--- src/rtl/tm_byte_coder.sv ---
// tm_byte_coder: takes one byte per q/q_rdy handshake and sends it as a framed,
// Manchester-coded bit stream on a differential line. A frame is a START sync
// violation, eight data bits (MSB first), one odd-parity bit, and optionally a
// few idle gap bits. cd_busy covers the whole frame. byte_sent pulses once in
// the first IDLE cycle after the frame.
module tm_byte_coder #(
    parameter int HALF_BIT_CLKS = 2,
    parameter int GAP_BITS      = 1
) (
    input  logic       clk,
    input  logic       n_rst,
    input  logic [7:0] q,
    input  logic       q_rdy,
    output logic       cd_busy,
    output logic       line_p,
    output logic       line_n,
    output logic       line_oe,
    output logic       byte_sent
);

    // The half-bit tick counter needs at least one bit, even when H=1 and it stays at 0.
    localparam int                TICK_W    = (HALF_BIT_CLKS > 1) ? $clog2(HALF_BIT_CLKS) : 1;
    localparam logic [TICK_W-1:0] TICK_LAST = TICK_W'(HALF_BIT_CLKS - 1);
    localparam logic [3:0]        DATA_LAST = 4'd7;
    localparam logic [3:0]        GAP_LAST  = (GAP_BITS > 0) ? 4'(GAP_BITS - 1) : 4'd0;

    typedef enum logic [2:0] {
        IDLE,
        START,
        DATA,
        PARITY,
        GAP
    } state_t;

    state_t            state_q, state_d;
    logic [TICK_W-1:0] tick_q, tick_d;
    logic              half_q, half_d;
    logic [3:0]        bitCnt_q, bitCnt_d;
    logic [7:0]        shiftReg_q, shiftReg_d;
    logic              parityBit_q, parityBit_d;

    logic              busy_d;
    logic              lineOe_d;
    logic              lineP_d;

    // Frame sequencing: accept a byte in IDLE, then count half-bits and bits
    // to step START -> DATA x8 -> PARITY -> GAP -> IDLE.
    always_comb begin
        state_d     = state_q;
        tick_d      = tick_q;
        half_d      = half_q;
        bitCnt_d    = bitCnt_q;
        shiftReg_d  = shiftReg_q;
        parityBit_d = parityBit_q;

        if (state_q == IDLE) begin
            if (q_rdy) begin
                state_d     = START;
                tick_d      = '0;
                half_d      = 1'b0;
                bitCnt_d    = '0;
                shiftReg_d  = q;
                parityBit_d = ~^q;
            end
        end else if (tick_q != TICK_LAST) begin
            tick_d = tick_q + TICK_W'(1);
        end else begin
            tick_d = '0;
            if (!half_q) begin
                half_d = 1'b1;
            end else begin
                // The second half of a bit period has ended, so move to the next bit.
                half_d = 1'b0;
                case (state_q)
                    START: begin
                        state_d  = DATA;
                        bitCnt_d = '0;
                    end
                    DATA: begin
                        shiftReg_d = {shiftReg_q[6:0], 1'b0};
                        if (bitCnt_q == DATA_LAST) begin
                            state_d  = PARITY;
                            bitCnt_d = '0;
                        end else begin
                            bitCnt_d = bitCnt_q + 4'd1;
                        end
                    end
                    PARITY: begin
                        bitCnt_d = '0;
                        state_d  = (GAP_BITS == 0) ? IDLE : GAP;
                    end
                    GAP: begin
                        if (bitCnt_q == GAP_LAST) begin
                            state_d  = IDLE;
                            bitCnt_d = '0;
                        end else begin
                            bitCnt_d = bitCnt_q + 4'd1;
                        end
                    end
                    default: begin
                        state_d  = IDLE;
                        bitCnt_d = '0;
                    end
                endcase
            end
        end
    end

    // Line levels for the upcoming cycle. They are computed from the next state,
    // so the registered outputs line up with cd_busy. Manchester coding is the
    // bit XOR the half-bit phase.
    always_comb begin
        busy_d   = 1'b0;
        lineOe_d = 1'b0;
        lineP_d  = 1'b0;
        case (state_d)
            START: begin
                busy_d   = 1'b1;
                lineOe_d = 1'b1;
                lineP_d  = 1'b1;
            end
            DATA: begin
                busy_d   = 1'b1;
                lineOe_d = 1'b1;
                lineP_d  = shiftReg_d[7] ^ half_d;
            end
            PARITY: begin
                busy_d   = 1'b1;
                lineOe_d = 1'b1;
                lineP_d  = parityBit_d ^ half_d;
            end
            GAP: begin
                busy_d = 1'b1;
            end
            default: begin
                busy_d = 1'b0;
            end
        endcase
    end

    // State, counters and all outputs are registered together.
    // An asynchronous reset stops any frame in progress immediately.
    always_ff @(posedge clk or negedge n_rst) begin
        if (!n_rst) begin
            state_q     <= IDLE;
            tick_q      <= '0;
            half_q      <= 1'b0;
            bitCnt_q    <= '0;
            shiftReg_q  <= '0;
            parityBit_q <= 1'b0;
            cd_busy     <= 1'b0;
            line_p      <= 1'b0;
            line_n      <= 1'b0;
            line_oe     <= 1'b0;
            byte_sent   <= 1'b0;
        end else begin
            state_q     <= state_d;
            tick_q      <= tick_d;
            half_q      <= half_d;
            bitCnt_q    <= bitCnt_d;
            shiftReg_q  <= shiftReg_d;
            parityBit_q <= parityBit_d;
            cd_busy     <= busy_d;
            line_p      <= lineP_d;
            line_n      <= lineOe_d & ~lineP_d;
            line_oe     <= lineOe_d;
            byte_sent   <= (state_d == IDLE) && (state_q != IDLE);
        end
    end

endmodule
--- config.mk ---
export PLATFORM = sky130hd
export DESIGN_NAME = tm_byte_coder
export DESIGN_NICKNAME = d
export VERILOG_FILES = /design/src/rtl/tm_byte_coder.sv
export SDC_FILE = /design/constraint.sdc
export NUM_CORES = 1
export LEC_CHECK = 0
export CORE_AREA = 2 2 63 65
export CTS_CLUSTER_DIAMETER = 50
export DETAILED_ROUTE_END_ITERATION = 16
export DIE_AREA = 0 0 65 67
export DONT_BUFFER_PORTS = 1
export PLACE_DENSITY = 0.56
export SYNTH_ARGS = -nofsm -noshare
export SYNTH_HDL_FRONTEND = slang
export SYNTH_SLANG_ARGS = --single-unit
--- constraint.sdc ---
create_clock -name clk -period 3.1 [get_ports clk]
set_input_delay 0.62 -clock clk [delete_from_list [all_inputs] [get_ports clk]]
set_output_delay 0.62 -clock clk [all_outputs]
set_load 0.02 [all_outputs]
=== After elaboration in Yosys (flattened, before gate mapping) ===
Cells that the tools add are included.

* Add/subtract/negate cells: 2
* Mux-type cells: 31
* Bitwise logic cells: 4
* Equality and inequality tests: 10
* Reductions and logical operators: 13

{| class="wikitable"
|+ Operators by type and width
! cell !! count
|-
| $mux W8 || 5
|-
| $mux W4 || 6
|-
| $mux W3 || 6
|-
| $eq A3 B2 Y1 const B || 4
|-
| $pmux W3 S4 || 1
|-
| $mux W1 || 11
|-
| $pmux W4 S2 || 1
|-
| $reduce_xnor A8 Y1 || 1
|-
| $eq A3 B1 Y1 const B || 2
|-
| $eq A3 B3 Y1 const B || 2
|-
| $logic_not A3 Y1 || 2
|-
| $reduce_bool A2 Y1 || 3
|-
| $add A4 B1 Y4 const B || 1
|-
| $eq A4 B3 Y1 const B || 1
|-
| $logic_not A4 Y1 || 1
|-
| $reduce_and A4 Y1 || 1
|-
| $reduce_or A4 Y1 || 1
|-
| $pmux W1 S3 || 1
|-
| $reduce_and A3 Y1 || 1
|-
| $reduce_bool A3 Y1 || 1
|-
| $reduce_or A3 Y1 || 1
|-
| $ne A2 B2 Y1 const B || 1
|-
| $xor A1 B1 Y1 || 2
|-
| $add A1 B1 Y1 const B || 1
|-
| 3 further kinds || 3
|}

* Flip-flop bits (word level): 23
* Output and inout port bits: 5

=== Logic depth before layout (Yosys ltp) ===
* Depth after elaboration: 10
* Depth in mapped cells: 8

=== Least setup slack after synthesis ===
No wires, ideal clock.

* Path kind: in2reg
* Start point: in q_rdy
* End point: reg line_p
* Slack: 1.274 ns
* Data required time: 2.969 ns
* Path buffers: 0
* Cell stages on the path: 6
* Arrival time: 1.695 ns
* Cells stage by stage: or4b_4 o32a_1 o31a_2 xnor2_1 a31oi_1 nor2_1

* Cells in the longest elaborated chain, start to end: 4

{| class="wikitable"
|+ RTL lines
! item !! line !! source
|-
| start, declared || 13 || <nowiki>input logic q_rdy,</nowiki>
|-
| $mux W8 || 57 || <nowiki>if (q_rdy) begin</nowiki>
|-
| $mux W8 || 56 || <nowiki>if (state_q == IDLE) begin</nowiki>
|-
| named net shiftReg_d[7] || 39 || <nowiki>logic [7:0] shiftReg_q, shiftReg_d;</nowiki>
|-
| $xor A1 B1 Y1 || 125 || <nowiki>lineP_d = shiftReg_d[7] ^ half_d;</nowiki>
|-
| $pmux W1 S3 || 116 || <nowiki>case (state_d)</nowiki>
|-
| named net lineP_d || 44 || <nowiki>logic lineP_d;</nowiki>
|-
| end signal, assigned || 164 || <nowiki>line_p <= lineP_d;</nowiki>
|-
| end, declared || 15 || <nowiki>output logic line_p,</nowiki>
|}

The timed path passes the listed nets, and every way through them passes these cells. The select of a mux whose other input is x is not followed.
A chain may end at the register's enable or synchronous reset.

=== Worst setup path in the final report ===
* Start point: reg state_q[1]
* End point: reg line_n

* Cells in the longest elaborated chain, start to end: 9

{| class="wikitable"
|+ RTL lines
! item !! line !! source
|-
| start, declared || 35 || <nowiki>state_t state_q, state_d;</nowiki>
|-
| start signal, assigned || 157 || <nowiki>state_q <= state_d;</nowiki>
|-
| $eq A3 B2 Y1 || 74 || <nowiki>case (state_q)</nowiki>
|-
| $mux W8 || 74 ||
|-
| $mux W8 || 69 || <nowiki>if (!half_q) begin</nowiki>
|-
| $mux W8 || 65 || <nowiki>end else if (tick_q != TICK_LAST) begin</nowiki>
|-
| $mux W8 (*) || 56 ||
|-
| named net shiftReg_d[7] || 39 ||
|-
| $xor A1 B1 Y1 (*) || 125 ||
|-
| $pmux W1 S3 (*) || 116 ||
|-
| $not A1 Y1 (*) || 165 || <nowiki>line_n <= lineOe_d & ~lineP_d;</nowiki>
|-
| $and A1 B1 Y1 (*) || 165 ||
|-
| end signal, assigned || 165 ||
|-
| end, declared || 16 || <nowiki>output logic line_n,</nowiki>
|}

Mark *: on every way through the listed nets, which the timed path passes. The rest lies on a longest branch. The select of a mux whose other input is x is not followed.

==> qor.txt <==
status = completed
# rows = 22
Hold Buf Count CTS = 0
final setup fails = 0
Slew HR = 0.689
Final Hold Viols = 0
Syn Inst Count = 131
worst path arrival time = 2.11 ns
die area = 0.00436 mm²
sequential area share after synthesis = 0.462
Worst-path clk slew = 0.08 ns
worst slew pin tran = 0.466 ns
main combinational cell family by area after synthesis = simple AND/OR/NAND/NOR gates
routed vias/inst = 5.19
slowest stage cell, crit path = or4b_4
CTS tree = yes
I/O Pins = 16
Post-synth EDFFs = 0
most frequent cells in the layout = 23 x nand2_1, 23 x dfrtp_1, 12 x nor2_1
vias in the first global route = 972
synthesized area per cell = 9.51 µm²
Ys Warns = 0
clk_lat worst skew = 0.27 ns
Die H = 67 µm
crit-path cells = or4b_4 -> o32a_1 -> o31a_2 -> nor2_2 -> nor3_1 -> nor4_2
post-CTS setup buffer count = 0
first-pass GRT wire length = 4360 µm
Max clock buf depth = 2
Max-cap violations = 0
multi-input logic area = 622 µm²
met1 usage = 0.175
largest net degree at the start of global routing = 24
layer with the highest usage = met2
Synth Area in Adders = 0.0201
Worst Setup Start Kind = register
synthesized cell area = 0.00125 mm²
mux cell area share after synthesis = 0
GRT Util Overall = 0.131
compound-gate portion of the synthesized area = 0.169
clk root buf = clkbuf_8
Ant. Diodes = 0
Final Skew = 0.00237 ns
Die X = 65 µm
TritonCTS Buffers = 3
net count after synthesis = 144
CP max FO = 12
count of buffer and inverter cells on the critical path = 0
Top delay family on crit path = simple AND/OR/NAND/NOR gates
# port buffers = 0
WP data required = 3.28 ns
Layout Nets = 146
LEAKAGE = 0.576 nW
WL/cell = 13.7 µm
core area = 0.00361 mm²
Synth Area in XOR/XNOR = 0.0773
gpl congestion = 0.768
Pre-Repair DR Iteration Count = 4
HP Class = primary input to async pin
Via Count = 935
detailed placement HPWL = 1810 µm
Post-synth top flop = dfrtp_1
Final Power = 0.925 mW
Achievable Freq = 516 MHz
Final TNS setup = 0 ns
RSZ-0062 raised after global routing = no
post-CTS resize count = 0
grt total ovfl = 0
number of nets still failing antenna checks after routing = 0
fin area = 0.00134 mm²
DRC violations left = 0
register area = 576 µm²
area delta synth->final = 7.23%
Critical Path End Type = register
Pins Over Slew Limit = 0
Synth Area in Simple Gates = 0.233
area post-placement = 0.00129 mm²
Starting DRT DRC Count = 31
P per Cell Area = 692 mW/mm²
Starting Density = 0.346
Fill cells = 360
met3 Usage GRT = 0.0270
H-tree depth = 1
kind of critical path = register to register
Async SR Flop Fraction = 1.00
met2 global-route usage = 0.206
initial antenna violation count = 0
FF+latch count, synth = 23
min cycle time layout = 1.94 ns
CTS Sinks = 23
Netlist cell types = 38
share of cells above drive strength 1 = 0.0985
Final period util = 0.625
overall routed net length = 2460 µm
largest stage delay on the critical path = 0.60 ns
worst vdd ir = 254 µV
==> layout make-up <==
class,count,area share
Inverter,7,0.0197
Tap cell,48,0.0449
Multi-Input combinational cell,97,0.465
Sequential cell,23,0.431
Clock buffer,4,0.0337
Timing Repair Buffer,1,0.00562
==> registers in the layout, summed over array words and instances (netlist names) <==
| signal | count |
|---|---|
| line_p | 1 |
| state_q | 3 |
| bitCnt_q | 4 |
| line_n | 1 |
| cd_busy | 1 |
| shiftReg_q | 8 |
| half_q | 1 |
| tick_q | 1 |
| byte_sent | 1 |
| line_oe | 1 |
| parityBit_q | 1 |
==> per-layer routing <==
layer | vias to the layer above | share of wire
met3 | 7 | 0.055
met5 | - | 0
met4 | 0 | 0.027
met1 | 448 | 0.47
met2 | 26 | 0.45
li1 | 454 | -
==> where the power goes <==
part	internal [mW]	total, mW	leakage [nW]	switching (mW)
combinational	0.126	0.286	0.264	0.160
sequential	0.362	0.452	0.290	0.0898
clock	0.0919	0.187	0.0228	0.0948
==> cells by family (layout without fill, tap and decap cells) <==
kind of cell    after synthesis  count (layout)
flops                        23              23
simple gates                 54              54
xor+xnor                     11              11
compound gates               30              30
fa+ha+maj                     2               2
buf+inv                      11              12
==> cell usage after synthesis, drive strengths merged, types with 2 or more instances <==
master  instances  share of area
dfrtp          23           0.46
nand2          23          0.069
nor2           14          0.050
xnor2          10          0.070
inv             7          0.021
a22oi           6          0.036
o21ai           6          0.024
a21oi           5          0.020
buf             4          0.018
nor3            4          0.016
a211o           2          0.014
a211oi          2          0.016
and2            2          0.010
ha              2          0.020
nand3           2         0.0080
nand3b          2          0.012
nor4            2          0.015
o21a            2          0.012
==> stage by stage <==
| stage | worst slack (ns) | utilization | std cells | hold slack (ns) |
|---|---|---|---|---|
| after global routing | 1.01 | 0.371 | 180 | 0.0160 |
| after detailed placement | 1.17 | 0.358 | 176 | 0.325 |
| after floorplan | 1.27 | - | 131 | 0.324 |
| final | 1.16 | 0.371 | 180 | 0.0384 |
| after global placement | 1.19 | 0.358 | 176 | 0.325 |
| after CTS | 1.14 | 0.371 | 180 | 0.0231 |
==> path summary, 6_finish.rpt <==
kind	from	endpoint	slack, ns	cells after the start
setup / recovery	state_q[1]	line_n	1.16	6
hold / removal	n_rst	shiftReg_q[4]	0.04	0
setup reg to reg	state_q[1]	line_n	1.16	6
hold reg to reg	shiftReg_q[3]	shiftReg_q[3]	0.49	2
max in group asynchronous	n_rst	state_q[2]	2.99	0
min in group clk	q[0]	shiftReg_q[0]	0.47	2
Note: power is estimated with default switching activity, not from simulation.
